<file path="config.mk">
export PLATFORM = sky130hd
export DESIGN_NAME = alu_share_arb
export DESIGN_NICKNAME = d
export VERILOG_FILES = /design/src/rtl/alu_share_arb.sv
export SDC_FILE = /design/constraint.sdc
export NUM_CORES = 1
export LEC_CHECK = 0
export BUFFER_PORTS_ARGS = -buffer_cell sky130_fd_sc_hd__buf_2
export CAP_MARGIN = 0
export CORE_MARGIN = 2
export CORE_UTILIZATION = 44
export CTS_CLUSTER_DIAMETER = 80
export DETAILED_ROUTE_END_ITERATION = 6
export PLACE_DENSITY = 0.9
export SKIP_CTS_REPAIR_TIMING = 1
export SYNTH_ARGS = -nofsm -noshare
export SYNTH_HDL_FRONTEND = slang
export SYNTH_SLANG_ARGS = --single-unit
export TNS_END_PERCENT = 1
</file>
<file path="constraint.sdc">
create_clock -name clk_i -period 2 [get_ports clk_i]
set_input_delay 0.4 -clock clk_i [delete_from_list [all_inputs] [get_ports clk_i]]
set_output_delay 0.4 -clock clk_i [all_outputs]
set_load 0.005 [all_outputs]
</file>
<file path="src/rtl/alu_share_arb.sv">
// alu_share_arb: shares one ALU between the execute stage (requester 0) and the branch unit (requester 1).
// Build option ALU_ARB_FIXED_PRIO_EN: requester 0 always wins ties (default is round-robin).
package mypkg;
    typedef enum logic [3:0] {
        A_ADD  = 4'd0,
        A_SUB  = 4'd1,
        A_XOR  = 4'd2,
        A_OR   = 4'd3,
        A_AND  = 4'd4,
        A_SLL  = 4'd5,
        A_SRL  = 4'd6,
        A_SRA  = 4'd7,
        A_SLT  = 4'd8,
        A_SLTU = 4'd9
    } alu_op_e;
endpackage

module alu_share_arb #(
    parameter int XLEN = 32
) (
    input  logic               clk_i,
    input  logic               rst_i,
    input  logic [1:0]         req_valid_i,
    output logic [1:0]         req_ready_o,
    input  mypkg::alu_op_e     req_op_i [2],
    input  logic [XLEN-1:0]    req_a_i [2],
    input  logic [XLEN-1:0]    req_b_i [2],
    output logic [1:0]         rsp_valid_o,
    input  logic [1:0]         rsp_ready_i,
    output logic [XLEN-1:0]    rsp_data_o,
    output logic               rsp_flag_o,
    output logic               rsp_err_o,
    output logic [XLEN-1:0]    alu_a_o,
    output logic [XLEN-1:0]    alu_b_o,
    output mypkg::alu_op_e     alu_op_o,
    input  logic [XLEN-1:0]    alu_data_i,
    input  logic               alu_flag_i
);
    import mypkg::*;

    localparam logic [1:0] ST_IDLE = 2'd0;
    localparam logic [1:0] ST_EXEC = 2'd1;
    localparam logic [1:0] ST_RESP = 2'd2;

    logic [1:0]      state_q, state_d;
    logic            gnt_q, gnt_d;
    logic [XLEN-1:0] alu_a_q, alu_a_d;
    logic [XLEN-1:0] alu_b_q, alu_b_d;
    alu_op_e         alu_op_q, alu_op_d;
    logic [XLEN-1:0] rsp_data_q, rsp_data_d;
    logic            rsp_flag_q, rsp_flag_d;
    logic            rsp_err_q, rsp_err_d;
    logic            win;
    logic            req_hs;
    logic            op_legal;
`ifndef ALU_ARB_FIXED_PRIO_EN
    logic            last_q, last_d;
`endif

    // Tie-break: round-robin against the last grantee, or fixed to requester 0.
    always_comb begin
        win = 1'b0;
        if (req_valid_i == 2'b10) begin
            win = 1'b1;
        end else if (req_valid_i == 2'b11) begin
`ifdef ALU_ARB_FIXED_PRIO_EN
            win = 1'b0;
`else
            win = ~last_q;
`endif
        end
    end

    for (genvar gi = 0; gi < 2; gi++) begin : g_port
        assign req_ready_o[gi] = (state_q == ST_IDLE) && !rst_i && req_valid_i[gi] && (win == 1'(gi));
        assign rsp_valid_o[gi] = (state_q == ST_RESP) && (gnt_q == 1'(gi));
    end

    assign req_hs = |(req_valid_i & req_ready_o);

    always_comb begin
        case (alu_op_q)
            A_ADD, A_SUB, A_XOR, A_OR, A_AND,
            A_SLL, A_SRL, A_SRA, A_SLT, A_SLTU: op_legal = 1'b1;
            default:                            op_legal = 1'b0;
        endcase
    end

    // Operand registers change only on acceptance, so the ALU inputs are quiet outside EXEC.
    always_comb begin
        state_d    = state_q;
        gnt_d      = gnt_q;
        alu_a_d    = alu_a_q;
        alu_b_d    = alu_b_q;
        alu_op_d   = alu_op_q;
        rsp_data_d = rsp_data_q;
        rsp_flag_d = rsp_flag_q;
        rsp_err_d  = rsp_err_q;
        case (state_q)
            ST_IDLE: begin
                if (req_hs) begin
                    gnt_d    = win;
                    alu_a_d  = req_a_i[win];
                    alu_b_d  = req_b_i[win];
                    alu_op_d = req_op_i[win];
                    state_d  = ST_EXEC;
                end
            end
            ST_EXEC: begin
                rsp_data_d = op_legal ? alu_data_i : '0;
                rsp_flag_d = op_legal ? alu_flag_i : 1'b0;
                rsp_err_d  = ~op_legal;
                state_d    = ST_RESP;
            end
            ST_RESP: begin
                if (rsp_ready_i[gnt_q]) begin
                    state_d = ST_IDLE;
                end
            end
            default: state_d = ST_IDLE;
        endcase
    end

`ifndef ALU_ARB_FIXED_PRIO_EN
    always_comb begin
        last_d = last_q;
        if (req_hs) begin
            last_d = win;
        end
    end

    always_ff @(posedge clk_i) begin
        if (rst_i) begin
            last_q <= 1'b1;
        end else begin
            last_q <= last_d;
        end
    end
`endif

    always_ff @(posedge clk_i) begin
        if (rst_i) begin
            state_q    <= ST_IDLE;
            gnt_q      <= 1'b0;
            alu_a_q    <= '0;
            alu_b_q    <= '0;
            alu_op_q   <= A_ADD;
            rsp_data_q <= '0;
            rsp_flag_q <= 1'b0;
            rsp_err_q  <= 1'b0;
        end else begin
            state_q    <= state_d;
            gnt_q      <= gnt_d;
            alu_a_q    <= alu_a_d;
            alu_b_q    <= alu_b_d;
            alu_op_q   <= alu_op_d;
            rsp_data_q <= rsp_data_d;
            rsp_flag_q <= rsp_flag_d;
            rsp_err_q  <= rsp_err_d;
        end
    end

    assign alu_a_o    = alu_a_q;
    assign alu_b_o    = alu_b_q;
    assign alu_op_o   = alu_op_q;
    assign rsp_data_o = rsp_data_q;
    assign rsp_flag_o = rsp_flag_q;
    assign rsp_err_o  = rsp_err_q;

endmodule

</file>
==> flow_summary.html, run 1 <==
<table>
<tr><th>Metric</th><th>Value</th></tr>
<tr><th colspan="2">GRT</th></tr>
<tr><td>Met1 demand-to-capacity share in global routing</td><td>approximately 23%</td></tr>
<tr><td>Antenna violations before repair</td><td>0</td></tr>
<tr><td>Number of global-route vias before repair</td><td>between 4000 and 5000</td></tr>
<tr><td>Gr ovfl total</td><td>0</td></tr>
<tr><td>Met3 track demand over resource in global routing</td><td>5.86%</td></tr>
<tr><td>Pin count of the biggest net entering global routing</td><td>a little under 70</td></tr>
<tr><td>GRT Overall Usage</td><td>between 15 and 20%</td></tr>
<tr><td>GRT busiest layer</td><td>met2</td></tr>
<tr><td>Wire length of the first global-routing pass</td><td>18500 um</td></tr>
<tr><td>Met2 routing resource usage after global routing</td><td>35.3%</td></tr>
<tr><th colspan="2">CTS</th></tr>
<tr><td>TritonCTS clock tree</td><td>yes</td></tr>
<tr><td>Clock edge transition at the registers on the reported setup and hold paths</td><td>approximately 0.10 ns</td></tr>
<tr><td>Clock latency at the later pin of the worst-skew pair</td><td>about 0.34 ns</td></tr>
<tr><td>H-tree depth reported by CTS</td><td>3</td></tr>
<tr><td>Buffers from clock root to sink, at most</td><td>2</td></tr>
<tr><td>TritonCTS Buffers</td><td>9</td></tr>
<tr><td>Root cell of the clock tree</td><td>sky130_fd_sc_hd__clkbuf_8</td></tr>
<tr><td>CTS Sinks</td><td>107</td></tr>
<tr><th colspan="2">Power and ir drop</th></tr>
<tr><td>Sw Share</td><td>29.6%</td></tr>
<tr><td>Register share of total power</td><td>50.6%</td></tr>
<tr><td>Fraction of power consumed by the clock network</td><td>roughly 25%</td></tr>
<tr><td>Total leakage power</td><td>2.93 nW</td></tr>
<tr><td>Power Density</td><td>~740 nW/um^2</td></tr>
<tr><td>Max IR drop VDD</td><td>about 0.42 mV</td></tr>
<tr><td>Int Power</td><td>3.37 mW</td></tr>
<tr><td>Sw Pwr</td><td>between 1 and 1.5 mW</td></tr>
<tr><td>Logic pwr share</td><td>approximately a quarter</td></tr>
<tr><th colspan="2">Floorplan</th></tr>
<tr><td>DIE AREA</td><td>around 12000 sq um</td></tr>
<tr><td>I/O pin count</td><td>281</td></tr>
<tr><td>CORE AREA</td><td>around 11000 sq um</td></tr>
<tr><td>Initial Util</td><td>roughly 45%</td></tr>
<tr><td>Horiz. Die Dim</td><td>between 100 and 150 um</td></tr>
<tr><td>Die span in y</td><td>about 110 um</td></tr>
<tr><td>Count of standard-cell rows</td><td>38</td></tr>
<tr><th colspan="2">Detailed routing</th></tr>
<tr><td>Drt via density</td><td>about 5.0</td></tr>
<tr><td>Violation count after the first detailed-routing iteration</td><td>between 150 and 200</td></tr>
<tr><td>Count of nets left with antenna violations after detail routing</td><td>0</td></tr>
<tr><td>Post-detailed-routing wire length</td><td>~12000 um</td></tr>
<tr><td>Routed wire per std cell</td><td>14.1 um</td></tr>
<tr><td>Count of TritonRoute iterations in the first routing pass</td><td>4</td></tr>
<tr><td>Total DRC errors in the routed layout</td><td>0</td></tr>
<tr><td>Via count</td><td>about 4400</td></tr>
<tr><th colspan="2">Finish</th></tr>
<tr><td>Final Core Density</td><td>between 50 and 60%</td></tr>
<tr><td>Share of layout cells above drive strength 1</td><td>between 50% and 60%</td></tr>
<tr><td>Layout Area Growth over Synthesis</td><td>32.5%</td></tr>
<tr><td>Final net count</td><td>between 900 and 1000</td></tr>
<tr><td>Diodes inserted</td><td>0</td></tr>
<tr><th colspan="2">STA</th></tr>
<tr><td>Slew Viols, Final</td><td>0</td></tr>
<tr><td>Final setup violation count</td><td>0</td></tr>
<tr><td>Worst slew margin relative to its limit</td><td>46.6%</td></tr>
<tr><td>Hold Violations, Final</td><td>0</td></tr>
<tr><td>Setup repair after global routing missed its margin</td><td>no</td></tr>
<tr><td>Worst Skew</td><td>~0.0085 ns</td></tr>
<tr><td>Actual slew at the worst max-slew pin</td><td>roughly 0.80 ns</td></tr>
<tr><td>Post-layout worst setup margin</td><td>0.151 ns</td></tr>
<tr><td>Final period demand of the worst path</td><td>between 1.5 and 2 ns</td></tr>
<tr><td>Crit share post-route</td><td>around 90%</td></tr>
<tr><td>Total Neg Setup Slack</td><td>0 ns</td></tr>
<tr><td>Fmax</td><td>between 500 and 600 MHz</td></tr>
<tr><th colspan="2">Logic synthesis</th></tr>
<tr><td>Share of synthesized area occupied by flip-flops and latches</td><td>44.1%</td></tr>
<tr><td>Cell area after technology mapping</td><td>between 4000 and 5000 sq um</td></tr>
<tr><td>Yosys warning total</td><td>0</td></tr>
<tr><td>Number of instances in the synthesized netlist</td><td>480</td></tr>
<tr><td>Total of flip-flops plus latches after synthesis</td><td>around 110</td></tr>
<tr><td>Syn avg cell area</td><td>between 10 and 15 sq um</td></tr>
<tr><td>Number of different library cells in the post-synthesis netlist</td><td>26</td></tr>
<tr><td>Synthesized Nets</td><td>655</td></tr>
<tr><th colspan="2">Status</th></tr>
<tr><td>Status</td><td>complete, no violations</td></tr>
<tr><th colspan="2">Placement</th></tr>
<tr><td>Routability Congestion</td><td>0.747</td></tr>
<tr><td>DP Worst Slack</td><td>between 0.2 and 0.25 ns</td></tr>
<tr><td>Post-DP HPWL</td><td>around 9400 um</td></tr>
<tr><td>Port Buffer Count</td><td>280</td></tr>
<tr><th colspan="2">Worst setup path</th></tr>
<tr><td>Data required time at the worst endpoint</td><td>~1.6 ns</td></tr>
<tr><td>Startpoint types</td><td>flip-flop</td></tr>
<tr><td>Setup Crit Path Kind</td><td>reg2out</td></tr>
<tr><td>Top fanout value on the critical path</td><td>39</td></tr>
<tr><td>Data arrival time of the worst path</td><td>around 1.5 ns</td></tr>
<tr><td>Crit end category</td><td>output port</td></tr>
<tr><th colspan="2">Worst hold path</th></tr>
<tr><td>Class of the tightest hold or removal check</td><td>in2reg</td></tr>
<tr><th colspan="2">Flow run</th></tr>
<tr><td>Maximum Capacitance Violations</td><td>0</td></tr>
</table>
state kept, by name, indices dropped and copies added, names as in the netlist:
register    cells
state_q         2
op_legal        1
rsp_data_o     32
rsp_flag_o      1
rsp_err_o       1
last_q          1
gnt_q           1
alu_a_o        32
alu_op_o        4
alu_b_o        32
placed cells by master, fill, tap and decap left out:
master,n
sky130_fd_sc_hd__nand3_1,33
sky130_fd_sc_hd__a21oi_1,38
sky130_fd_sc_hd__dfxtp_1,107
sky130_fd_sc_hd__a211oi_1,1
sky130_fd_sc_hd__nor2_2,1
sky130_fd_sc_hd__buf_2,279
sky130_fd_sc_hd__o21ai_1,1
sky130_fd_sc_hd__nand2_1,36
sky130_fd_sc_hd__nor3_4,1
sky130_fd_sc_hd__clkbuf_8,10
sky130_fd_sc_hd__nand2b_1,1
sky130_fd_sc_hd__or2_4,1
sky130_fd_sc_hd__clkinvlp_4,2
sky130_fd_sc_hd__buf_4,7
sky130_fd_sc_hd__nor3b_1,1
sky130_fd_sc_hd__nor3_1,1
sky130_fd_sc_hd__nand3b_1,1
sky130_fd_sc_hd__and3b_1,1
sky130_fd_sc_hd__clkbuf_1,3
sky130_fd_sc_hd__nor2_1,67
sky130_fd_sc_hd__nor2b_2,1
sky130_fd_sc_hd__buf_12,4
sky130_fd_sc_hd__nor2b_1,1
sky130_fd_sc_hd__a211oi_2,68
sky130_fd_sc_hd__a221o_1,1
sky130_fd_sc_hd__mux2i_1,69
sky130_fd_sc_hd__clkinv_4,1
sky130_fd_sc_hd__a21boi_4,1
sky130_fd_sc_hd__and2_4,1
worst max-delay path, stage by stage (launching register included):
cell and delay, ns:
sky130_fd_sc_hd__dfxtp_1 0.36, sky130_fd_sc_hd__a21boi_4 0.22, sky130_fd_sc_hd__buf_12 0.29, sky130_fd_sc_hd__nor3_1 0.08
sky130_fd_sc_hd__buf_2 0.14
stage by stage:
stage	cells	total power, mW	hold slack (ns)	instance area, sq um
floorplan	480	3.21	0.448	4860
global placement	863	3.61	0.435	6260
detailed placement	863	3.65	0.440	6260
CTS	879	4.85	0.278	6430
global route	879	5.08	0.272	6430
finish	879	4.79	0.297	6430
area by class of cell:
class,instances,area (sq um)
clock inverter,3,23.8
timing repair buffer,290,1530
fill,916,4360
multi-input combinational,326,2410
sequential,107,2140
tap,140,175
clock buffer,13,149
cells in the mapped netlist:
library cell,n,area (sq um)
sky130_fd_sc_hd__and2_4,1,8.76
sky130_fd_sc_hd__nand3b_1,1,7.51
sky130_fd_sc_hd__nand2b_1,1,6.26
sky130_fd_sc_hd__mux2i_1,69,691
sky130_fd_sc_hd__nor3_1,1,5.00
sky130_fd_sc_hd__nand2_1,36,135
sky130_fd_sc_hd__buf_6,10,113
sky130_fd_sc_hd__and3b_1,1,8.76
sky130_fd_sc_hd__nor3_4,1,16.3
sky130_fd_sc_hd__nor2_1,68,255
sky130_fd_sc_hd__a221o_1,1,10.0
sky130_fd_sc_hd__buf_1,2,7.51
sky130_fd_sc_hd__a211oi_2,68,851
sky130_fd_sc_hd__or2_4,1,8.76
sky130_fd_sc_hd__nor3b_1,1,7.51
sky130_fd_sc_hd__nor2b_1,2,12.5
sky130_fd_sc_hd__buf_12,1,20.0
sky130_fd_sc_hd__a21boi_2,1,11.3
sky130_fd_sc_hd__buf_2,11,55.1
sky130_fd_sc_hd__clkbuf_1,15,56.3
sky130_fd_sc_hd__dfxtp_1,107,2140
sky130_fd_sc_hd__a21oi_1,38,190
sky130_fd_sc_hd__a211oi_1,1,7.51
sky130_fd_sc_hd__nand3_1,33,165
sky130_fd_sc_hd__buf_4,8,60.1
sky130_fd_sc_hd__o21ai_1,1,5.00
final timing paths:
kind / start / end / slack, ns / depth (start not counted)
worst max-delay path: last_q / req_ready_o[0] / 0.15 / 4
worst min-delay path: alu_data_i[27] / rsp_data_o[27] / 0.30 / 3
worst max register to register: state_q[1] / alu_b_o[17] / 0.33 / 5
worst min register to register: rsp_data_o[2] / rsp_data_o[2] / 0.45 / 2
power groups by stage:
stage / Sequential, mW / Combinational [mW] / Clock [mW]
global route: 2.45 / 1.29 / 1.35
floorplan: 2.48 / 0.726 / 0
global placement: 2.46 / 1.15 / 0
finish: 2.42 / 1.17 / 1.20
detailed placement: 2.47 / 1.19 / 0
CTS: 2.42 / 1.19 / 1.25
logic make-up (layout without fill, tap and decap cells):
kind of cell / after synthesis / count (layout) / synth area share (%)
AO/OA/AOI/OAI: 110 / 110 / 22.1
buffers and inverters: 47 / 306 / 6.42
flip-flops: 107 / 107 / 44.1
multiplexers: 69 / 69 / 14.2
AND/OR/NAND/NOR: 147 / 147 / 13.1
per-layer routing:
| metal | vias up | share of wire (%) |
|---|---|---|
| met3 | 9 | 9.4 |
| met2 | 178 | 49 |
| met5 | - | 0 |
| met1 | 1979 | 40 |
| met4 | 0 | 0.90 |
| li1 | 2203 | - |
Power figures use the tool's default switching activity.
==> run 2, diff against run 1 <==
Settings changed: CELL_PAD_IN_SITES_DETAIL_PLACEMENT set to 1, CELL_PAD_IN_SITES_GLOBAL_PLACEMENT set to 2, CORE_ASPECT_RATIO set to 1.5, CORE_UTILIZATION 44 to 25, PLACE_DENSITY 0.9 to 0.91.
==> run 2 against run 1 <==
Maximum frequency grew 1.7%. Register-to-register slack got worse by 0.05 ns. Sequential share of layout area shrank 1.4 points. Power increased by 11%. First-iteration DRC count grew 9.7%. Non-clock buffer count up 4. Die area increased by 73%. Flip-flop and latch count unchanged. Global-route usage is 4.9 points lower. Critical path type unchanged. Utilization shrank 24 points. Routed wire length is 24% higher. Clock power is 40% higher.
==> flow_summary.html, run 2 (synthesis gave the netlist of run 1 again) <==
<table>
<tr><th>Metric</th><th>Value</th></tr>
<tr><th colspan="2">STA</th></tr>
<tr><td>Final setup violation count</td><td>0 (unchanged)</td></tr>
<tr><td>Final period demand of the worst path</td><td>1.82 ns (-0.0307 ns)</td></tr>
<tr><td>Worst slack on hold paths</td><td>0.312 ns (+0.0151 ns)</td></tr>
<tr><td>Actual slew at the worst max-slew pin</td><td>0.661 ns (-0.141 ns)</td></tr>
<tr><td>Hold Violations, Final</td><td>0 (unchanged)</td></tr>
<tr><td>Fmax</td><td>550 MHz (+1.7%)</td></tr>
<tr><td>Slew Viols, Final</td><td>0 (unchanged)</td></tr>
<tr><td>Setup repair after global routing missed its margin</td><td>no</td></tr>
<tr><td>Total Neg Setup Slack</td><td>0 ns (unchanged)</td></tr>
<tr><td>Worst slew margin relative to its limit</td><td>56.0% (+9.4 points)</td></tr>
<tr><td>Worst Skew</td><td>0.00986 ns (+0.00140 ns)</td></tr>
<tr><td>Crit share post-route</td><td>90.9% (-1.5 points)</td></tr>
<tr><th colspan="2">Detailed routing</th></tr>
<tr><td>Count of nets left with antenna violations after detail routing</td><td>0 (unchanged)</td></tr>
<tr><td>Post-detailed-routing wire length</td><td>15300 um (+24%)</td></tr>
<tr><td>Total DRC errors in the routed layout</td><td>0 (unchanged)</td></tr>
<tr><td>Drt via density</td><td>4.54 (-8.7%)</td></tr>
<tr><td>Count of TritonRoute iterations in the first routing pass</td><td>4 (unchanged)</td></tr>
<tr><td>Routed wire per std cell</td><td>15.3 um (+8.8%)</td></tr>
<tr><td>Violation count after the first detailed-routing iteration</td><td>169 (+9.7%)</td></tr>
<tr><td>Via count</td><td>4530 (+3.7%)</td></tr>
<tr><th colspan="2">Finish</th></tr>
<tr><td>Layout Area Growth over Synthesis</td><td>38.5%</td></tr>
<tr><td>Filler cells</td><td>2338 (+160%)</td></tr>
<tr><td>Diodes inserted</td><td>0 (unchanged)</td></tr>
<tr><td>Most frequent cells in the layout</td><td>279 x sky130_fd_sc_hd__buf_2, 107 x sky130_fd_sc_hd__dfxtp_1, 69 x sky130_fd_sc_hd__mux2i_1, 68 x sky130_fd_sc_hd__nor2_1, 68 x sky130_fd_sc_hd__a211oi_2</td></tr>
<tr><td>Share of layout cells above drive strength 1</td><td>51.5% (+0.47 points)</td></tr>
<tr><td>Final net count</td><td>913 (+0.44%)</td></tr>
<tr><td>Most common cell after layout, fill and taps aside</td><td>sky130_fd_sc_hd__buf_2</td></tr>
<tr><td>Final std cell area, no fill</td><td>6730 sq um (+4.6%)</td></tr>
<tr><th colspan="2">GRT</th></tr>
<tr><td>GRT Overall Usage</td><td>14.8% (-4.9 points)</td></tr>
<tr><td>Number of global-route vias before repair</td><td>4766 (+17%)</td></tr>
<tr><td>Gr ovfl total</td><td>0 (unchanged)</td></tr>
<tr><td>Wire length of the first global-routing pass</td><td>24600 um (+33%)</td></tr>
<tr><td>Antenna violations before repair</td><td>0 (unchanged)</td></tr>
<tr><td>Pin count of the biggest net entering global routing</td><td>108 (+57%)</td></tr>
<tr><th colspan="2">Floorplan</th></tr>
<tr><td>Initial Util</td><td>25.4% (-20 points)</td></tr>
<tr><td>Horiz. Die Dim</td><td>118 um (+8.0%)</td></tr>
<tr><td>I/O pin count</td><td>281 (unchanged)</td></tr>
<tr><td>CORE AREA</td><td>19100 sq um (+77%)</td></tr>
<tr><td>Die span in y</td><td>175 um (+60%)</td></tr>
<tr><td>Count of standard-cell rows</td><td>62 (+63%)</td></tr>
<tr><td>DIE AREA</td><td>20600 sq um (+73%)</td></tr>
<tr><th colspan="2">Worst setup path</th></tr>
<tr><td>Startpoint types</td><td>flip-flop</td></tr>
<tr><td>Worst Reg2Reg Path Length in Cells</td><td>5 (unchanged)</td></tr>
<tr><td>Data required time at the worst endpoint</td><td>1.60 ns (about the same)</td></tr>
<tr><td>Crit end category</td><td>output port</td></tr>
<tr><td>Data arrival time of the worst path</td><td>1.42 ns (-0.03 ns)</td></tr>
<tr><td>Setup Crit Path Kind</td><td>reg2out</td></tr>
<tr><td>Top fanout value on the critical path</td><td>7 (-82%)</td></tr>
<tr><th colspan="2">Placement</th></tr>
<tr><td>Port Buffer Count</td><td>280 (unchanged)</td></tr>
<tr><td>Routability Congestion</td><td>0.731 (-2.2%)</td></tr>
<tr><td>Placed cell areas</td><td>6460 sq um (+3.2%)</td></tr>
<tr><td>Post-DP HPWL</td><td>11300 um (+21%)</td></tr>
<tr><th colspan="2">Power and ir drop</th></tr>
<tr><td>Total leakage power</td><td>3.01 nW (+2.6%)</td></tr>
<tr><td>Max IR drop VDD</td><td>0.342 mV (-19%)</td></tr>
<tr><td>Power Density</td><td>790 nW/um^2 (+6.2%)</td></tr>
<tr><th colspan="2">Status</th></tr>
<tr><td>Status</td><td>complete, no violations</td></tr>
<tr><th colspan="2">CTS</th></tr>
<tr><td>TritonCTS Buffers</td><td>9 (unchanged)</td></tr>
<tr><td>Root cell of the clock tree</td><td>sky130_fd_sc_hd__clkbuf_16</td></tr>
<tr><td>TritonCTS clock tree</td><td>yes</td></tr>
<tr><td>Clock edge transition at the registers on the reported setup and hold paths</td><td>0.08 ns (-0.02 ns)</td></tr>
<tr><td>Clock latency at the later pin of the worst-skew pair</td><td>0.35 ns (about the same)</td></tr>
<tr><td>Buffers from clock root to sink, at most</td><td>2 (unchanged)</td></tr>
<tr><td>H-tree depth reported by CTS</td><td>3 (unchanged)</td></tr>
<tr><td>CTS Sinks</td><td>107 (unchanged)</td></tr>
<tr><th colspan="2">Worst hold path</th></tr>
<tr><td>Class of the tightest hold or removal check</td><td>in2reg</td></tr>
<tr><td>Cell depth of the worst hold path</td><td>3 (unchanged)</td></tr>
<tr><th colspan="2">Flow run</th></tr>
<tr><td>Maximum Capacitance Violations</td><td>0 (unchanged)</td></tr>
</table>
==> run 2: cell count changes in the layout (fill, tap and decap cells not counted), sizes merged <==
| cell | before | now |
|---|---|---|
| buf | 290 | 294 |
| inv | 0 | 1 |
| clkinv | 1 | 3 |
| clkbuf | 13 | 9 |
==> run 2: final timing paths <==
check	from	end	slack (ns)
min	alu_data_i[30]	rsp_data_o[30]	0.31
max	state_q[1]	req_ready_o[1]	0.18
max reg2reg	state_q[1]	alu_a_o[19]	0.28
min reg2reg	rsp_data_o[0]	rsp_data_o[0]	0.45
==> run 2: power breakdown <==
part | internal, mW | total [mW] | switching [mW]
Sequential | 2.32 | 2.42 | 0.0982
Combinational | 0.572 | 1.21 | 0.643
Clock | 0.842 | 1.68 | 0.837
==> run 2: worst max-delay path, cell delays in order, from the launching register on <==
cell and delay [ns]:
sky130_fd_sc_hd__dfxtp_1 0.51, sky130_fd_sc_hd__nor2_1 0.11, sky130_fd_sc_hd__buf_4 0.16, sky130_fd_sc_hd__nand2_1 0.10, sky130_fd_sc_hd__nor2_1 0.05, sky130_fd_sc_hd__buf_2 0.15
==> run 2: cell type report <==
class,count,area [sq um],area share (%)
clock buffers,9,225,3.35
multi-input cells,326,2410,35.9
flip-flops and latches,107,2140,31.8
well taps,256,320,4.76
repair buffers,294,1580,23.5
clock inverters,6,42.5,0.632
==> run 2: layer usage <==
layer,wire length [um],share of wire (%),track usage (%),up-vias
li1,-,-,-,2211
met1,6030,39,16.4,2112
met3,1270,8.3,5.16,17
met2,7720,50,26.3,190
met5,0,0,0,-
met4,282,1.8,4.57,0
==> run 2: through the flow <==
stage	util, %	worst slack (ns)	instances	total power [mW]
2_1_floorplan	-	0.417	480	3.21
3_3_place_gp	33.8	0.210	983	3.67
3_5_place_dp	33.8	0.191	983	3.72
4_1_cts	35.2	0.138	998	5.45
5_1_grt	35.2	0.0580	998	5.66
6_report	35.2	0.181	998	5.31
==> run 3, diff against run 2 <==
Settings changed: ABC_AREA set to 1, CORE_UTILIZATION 25 to 21, PLACE_DENSITY 0.91 to 0.9.
==> run 3 against run 2 <==
Synthesized area down 6.4%. Worst hold slack worse by 0.041 ns. Largest cell class is now flip-flops and latches. Flip-flop and latch count unchanged. Highest routed layer unchanged. Largest power group unchanged.
==> flow_summary.html, run 3 <==
<table>
<tr><th>Metric</th><th>Value</th></tr>
<tr><th colspan="2">Status</th></tr>
<tr><td>Status</td><td>complete, no violations</td></tr>
<tr><th colspan="2">STA</th></tr>
<tr><td>Post-layout worst setup margin</td><td>0.232 ns (+0.0502 ns)</td></tr>
<tr><td>Final period demand of the worst path</td><td>1.77 ns (-0.0502 ns)</td></tr>
<tr><td>Actual slew at the worst max-slew pin</td><td>0.441 ns (-0.219 ns)</td></tr>
<tr><td>Setup repair after global routing missed its margin</td><td>no</td></tr>
<tr><td>Total Neg Setup Slack</td><td>0 ns (unchanged)</td></tr>
<tr><td>Final setup violation count</td><td>0 (unchanged)</td></tr>
<tr><td>Crit share post-route</td><td>88.4% (-2.5 points)</td></tr>
<tr><td>Hold Violations, Final</td><td>0 (unchanged)</td></tr>
<tr><td>Slew Viols, Final</td><td>0 (unchanged)</td></tr>
<tr><td>Worst Skew</td><td>0.00452 ns (-0.00535 ns)</td></tr>
<tr><td>Worst slew margin relative to its limit</td><td>70.6% (+15 points)</td></tr>
<tr><td>Fmax</td><td>565 MHz (+2.8%)</td></tr>
<tr><th colspan="2">Worst setup path</th></tr>
<tr><td>Data arrival time of the worst path</td><td>1.37 ns (-0.05 ns)</td></tr>
<tr><td>Peak per-stage delay on the critical path</td><td>0.34 ns (-0.17 ns)</td></tr>
<tr><td>Worst reg2reg endpoint</td><td>op_legal</td></tr>
<tr><td>CP endpoint</td><td>req_ready_o[0]</td></tr>
<tr><td>Slack of the worst reg-to-reg path</td><td>0.49 ns (+0.21 ns)</td></tr>
<tr><td>Worst Reg2Reg Path Length in Cells</td><td>7 (+2)</td></tr>
<tr><td>Startpoint types</td><td>flip-flop</td></tr>
<tr><td>Slowest stage cell on the critical path</td><td>sky130_fd_sc_hd__dfxtp_1</td></tr>
<tr><td>Startpoint of the worst setup timing path</td><td>last_q</td></tr>
<tr><td>Top fanout value on the critical path</td><td>7 (unchanged)</td></tr>
<tr><td>Data required time at the worst endpoint</td><td>1.60 ns (about the same)</td></tr>
<tr><td>Reg2reg start</td><td>state_q[0]</td></tr>
<tr><td>Crit path cell chain</td><td>nand2_1 -&gt; nand2_2 -&gt; inv_2 -&gt; nor2_1 -&gt; buf_2</td></tr>
<tr><td>Setup Crit Path Kind</td><td>reg2out</td></tr>
<tr><td>Crit end category</td><td>output port</td></tr>
<tr><th colspan="2">CTS</th></tr>
<tr><td>Clock edge transition at the registers on the reported setup and hold paths</td><td>0.08 ns (about the same)</td></tr>
<tr><td>Root cell of the clock tree</td><td>sky130_fd_sc_hd__clkbuf_16</td></tr>
<tr><td>H-tree depth reported by CTS</td><td>3 (unchanged)</td></tr>
<tr><td>TritonCTS clock tree</td><td>yes</td></tr>
<tr><td>CTS Sinks</td><td>107 (unchanged)</td></tr>
<tr><td>TritonCTS Buffers</td><td>9 (unchanged)</td></tr>
<tr><td>Clock latency at the later pin of the worst-skew pair</td><td>0.36 ns (about the same)</td></tr>
<tr><td>Buffers from clock root to sink, at most</td><td>2 (unchanged)</td></tr>
<tr><th colspan="2">Logic synthesis</th></tr>
<tr><td>Top cells by area, synth</td><td>sky130_fd_sc_hd__dfxtp_1 47%, sky130_fd_sc_hd__nand2_1 17%, sky130_fd_sc_hd__nor2_1 14%, sky130_fd_sc_hd__nand3_1 7.8%, sky130_fd_sc_hd__a22oi_1 5.5%</td></tr>
<tr><td>Post-synthesis share of cell area spent on full adders, half adders and majority gates</td><td>0% (unchanged)</td></tr>
<tr><td>Synthesized Nets</td><td>839 (+28%)</td></tr>
<tr><td>Most used standard cell by instance count after synthesis</td><td>sky130_fd_sc_hd__nand2_1</td></tr>
<tr><td>Compound-Gate Fraction of Synth Area</td><td>6.31% (-16 points)</td></tr>
<tr><td>Post-synth EDFFs</td><td>0 (unchanged)</td></tr>
<tr><td>Number of instances in the synthesized netlist</td><td>664 (+38%)</td></tr>
<tr><td>Main combinational cell family by area after synthesis</td><td>simple AND/OR/NAND/NOR gates</td></tr>
<tr><td>Area share of xor/xnor cells in the synthesized design</td><td>0% (unchanged)</td></tr>
<tr><td>Async S/R FF share, synth</td><td>0% (unchanged)</td></tr>
<tr><td>Yosys warning total</td><td>0 (unchanged)</td></tr>
<tr><td>Share of synthesized area occupied by flip-flops and latches</td><td>47.1% (+3.0 points)</td></tr>
<tr><td>Mux contribution to synthesized area</td><td>0% (-14 points)</td></tr>
<tr><td>Number of different library cells in the post-synthesis netlist</td><td>21 (-19%)</td></tr>
<tr><td>Top cell type's share of synthesized area</td><td>47.1% (+3.0 points)</td></tr>
<tr><td>Primary flip-flop cell chosen by synthesis mapping</td><td>sky130_fd_sc_hd__dfxtp_1</td></tr>
<tr><td>Cell area after technology mapping</td><td>4540 sq um (-6.4%)</td></tr>
<tr><td>Synth top cells by count</td><td>210 x sky130_fd_sc_hd__nand2_1, 171 x sky130_fd_sc_hd__nor2_1, 107 x sky130_fd_sc_hd__dfxtp_1</td></tr>
<tr><td>Syn avg cell area</td><td>6.84 sq um (-32%)</td></tr>
<tr><td>Dominant cell type by area after synthesis</td><td>sky130_fd_sc_hd__dfxtp_1</td></tr>
<tr><td>Total of flip-flops plus latches after synthesis</td><td>107 (unchanged)</td></tr>
<tr><td>Post-Synth Simple-Gate Area</td><td>40.4% (+27 points)</td></tr>
<tr><th colspan="2">GRT</th></tr>
<tr><td>Wire length of the first global-routing pass</td><td>25500 um (+3.8%)</td></tr>
<tr><td>Gr ovfl total</td><td>0 (unchanged)</td></tr>
<tr><td>Number of global-route vias before repair</td><td>5008 (+5.1%)</td></tr>
<tr><td>GRT Overall Usage</td><td>14.5% (-0.25 points)</td></tr>
<tr><td>Pin count of the biggest net entering global routing</td><td>72 (-33%)</td></tr>
<tr><td>Antenna violations before repair</td><td>2 (+2)</td></tr>
<tr><th colspan="2">Detailed routing</th></tr>
<tr><td>Count of TritonRoute iterations in the first routing pass</td><td>4 (unchanged)</td></tr>
<tr><td>Count of nets left with antenna violations after detail routing</td><td>0 (unchanged)</td></tr>
<tr><td>Drt via density</td><td>4.23 (-6.9%)</td></tr>
<tr><td>Violation count after the first detailed-routing iteration</td><td>157 (-7.1%)</td></tr>
<tr><td>Post-detailed-routing wire length</td><td>16900 um (+10%)</td></tr>
<tr><td>Via count</td><td>5063 (+12%)</td></tr>
<tr><td>Routed wire per std cell</td><td>14.1 um (-8.0%)</td></tr>
<tr><td>Total DRC errors in the routed layout</td><td>0 (unchanged)</td></tr>
<tr><th colspan="2">Flow run</th></tr>
<tr><td>Maximum Capacitance Violations</td><td>0 (unchanged)</td></tr>
<tr><th colspan="2">Worst hold path</th></tr>
<tr><td>Startpoint of the worst hold path</td><td>alu_data_i[20]</td></tr>
<tr><td>Class of the tightest hold or removal check</td><td>in2reg</td></tr>
<tr><th colspan="2">Finish</th></tr>
<tr><td>Final net count</td><td>1098 (+20%)</td></tr>
<tr><td>Most frequent cells in the layout</td><td>280 x sky130_fd_sc_hd__buf_2, 210 x sky130_fd_sc_hd__nand2_1, 169 x sky130_fd_sc_hd__nor2_1, 107 x sky130_fd_sc_hd__dfxtp_1, 71 x sky130_fd_sc_hd__nand3_1</td></tr>
<tr><td>Layout Area Growth over Synthesis</td><td>43.7%</td></tr>
<tr><td>Final std cell area, no fill</td><td>6530 sq um (-2.9%)</td></tr>
<tr><td>Share of layout cells above drive strength 1</td><td>33.9% (-18 points)</td></tr>
<tr><td>Final Core Density</td><td>30.9% (-4.4 points)</td></tr>
<tr><td>Most common cell after layout, fill and taps aside</td><td>sky130_fd_sc_hd__buf_2</td></tr>
<tr><th colspan="2">Floorplan</th></tr>
<tr><td>CORE AREA</td><td>21100 sq um (+11%)</td></tr>
<tr><td>I/O pin count</td><td>281 (unchanged)</td></tr>
<tr><td>Die span in y</td><td>184 um (+5.4%)</td></tr>
<tr><td>Count of standard-cell rows</td><td>65 (+4.8%)</td></tr>
<tr><td>Initial Util</td><td>21.5% (-4.0 points)</td></tr>
<tr><td>DIE AREA</td><td>22900 sq um (+11%)</td></tr>
<tr><td>Horiz. Die Dim</td><td>124 um (+5.4%)</td></tr>
<tr><th colspan="2">Placement</th></tr>
<tr><td>Post-DP HPWL</td><td>12800 um (+13%)</td></tr>
<tr><td>Routability Congestion</td><td>0.808 (+11%)</td></tr>
<tr><td>Placed cell areas</td><td>6200 sq um (-4.0%)</td></tr>
<tr><td>DP Worst Slack</td><td>0.253 ns (+0.0624 ns)</td></tr>
<tr><td>Port Buffer Count</td><td>280 (unchanged)</td></tr>
<tr><th colspan="2">Power and ir drop</th></tr>
<tr><td>Total leakage power</td><td>3.42 nW (+14%)</td></tr>
<tr><td>Power Density</td><td>833 nW/um^2 (+5.5%)</td></tr>
<tr><td>Max IR drop VDD</td><td>0.390 mV (+14%)</td></tr>
</table>
==> run 3: cell types whose count changed after synthesis, sizes merged, moves of 13 or more <==
cell	before	now
a21oi	38	3
inv	0	13
a211oi	69	1
a22oi	0	33
nand2	36	211
nor2	68	171
nand3	33	71
mux2i	69	0
==> run 3: cell type report <==
| cell class | count | area [sq um] |
|---|---|---|
| clock inverter | 6 | 88.8 |
| antenna | 2 | 5.00 |
| timing repair buffer | 293 | 1550 |
| tap | 268 | 335 |
| multi-input combinational | 498 | 2130 |
| inverter | 14 | 53.8 |
| sequential | 107 | 2140 |
| fill | 2754 | 14600 |
| clock buffer | 10 | 229 |
==> run 3: per-layer routing <==
metal	track usage [%]	up-vias	part of all wire, %
met5	0	-	0
met4	6.65	0	3.3
met3	3.99	29	6.3
met2	26.5	157	53
met1	15.1	2261	38
li1	-	2616	-
==> run 3: per-stage QoR <==
| step | total power, mW | cells | hold slack (ns) |
|---|---|---|---|
| floorplan | 3.04 | 664 | 0.429 |
| global placement | 3.55 | 1180 | 0.455 |
| detailed placement | 3.57 | 1180 | 0.466 |
| CTS | 5.57 | 1196 | 0.256 |
| global route | 5.81 | 1198 | 0.265 |
| finish | 5.44 | 1198 | 0.271 |
==> run 3: how the worst min path moves through the flow <==
stage	to	slack, ns	cells after the start
5_1_grt	rsp_data_o[1]	0.27	3
2_1_floorplan	last_q	0.43	2
6_report	rsp_data_o[20]	0.27	3
4_1_cts	rsp_data_o[6]	0.26	3
3_3_place_gp	last_q	0.46	2
3_5_place_dp	alu_a_o[27]	0.47	2
==> run 3: cells by family after synthesis <==
logic type	after synthesis
buffers and inverters	59
AO/OA/AOI/OAI	38
AND/OR/NAND/NOR	460
flip-flops	107
==> run 3: critical path, delay by kind of cell (launching register included) <==
kind | cells | cell delay (ns)
buffers and inverters | 2 | 0.27
flip-flops | 1 | 0.34
AND/OR/NAND/NOR | 3 | 0.40
==> run 3: report_power, final <==
part	internal [mW]	switching, mW
Clock	1.10	0.848
Combinational	0.480	0.608
Sequential	2.32	0.0877
Total	3.90	1.54
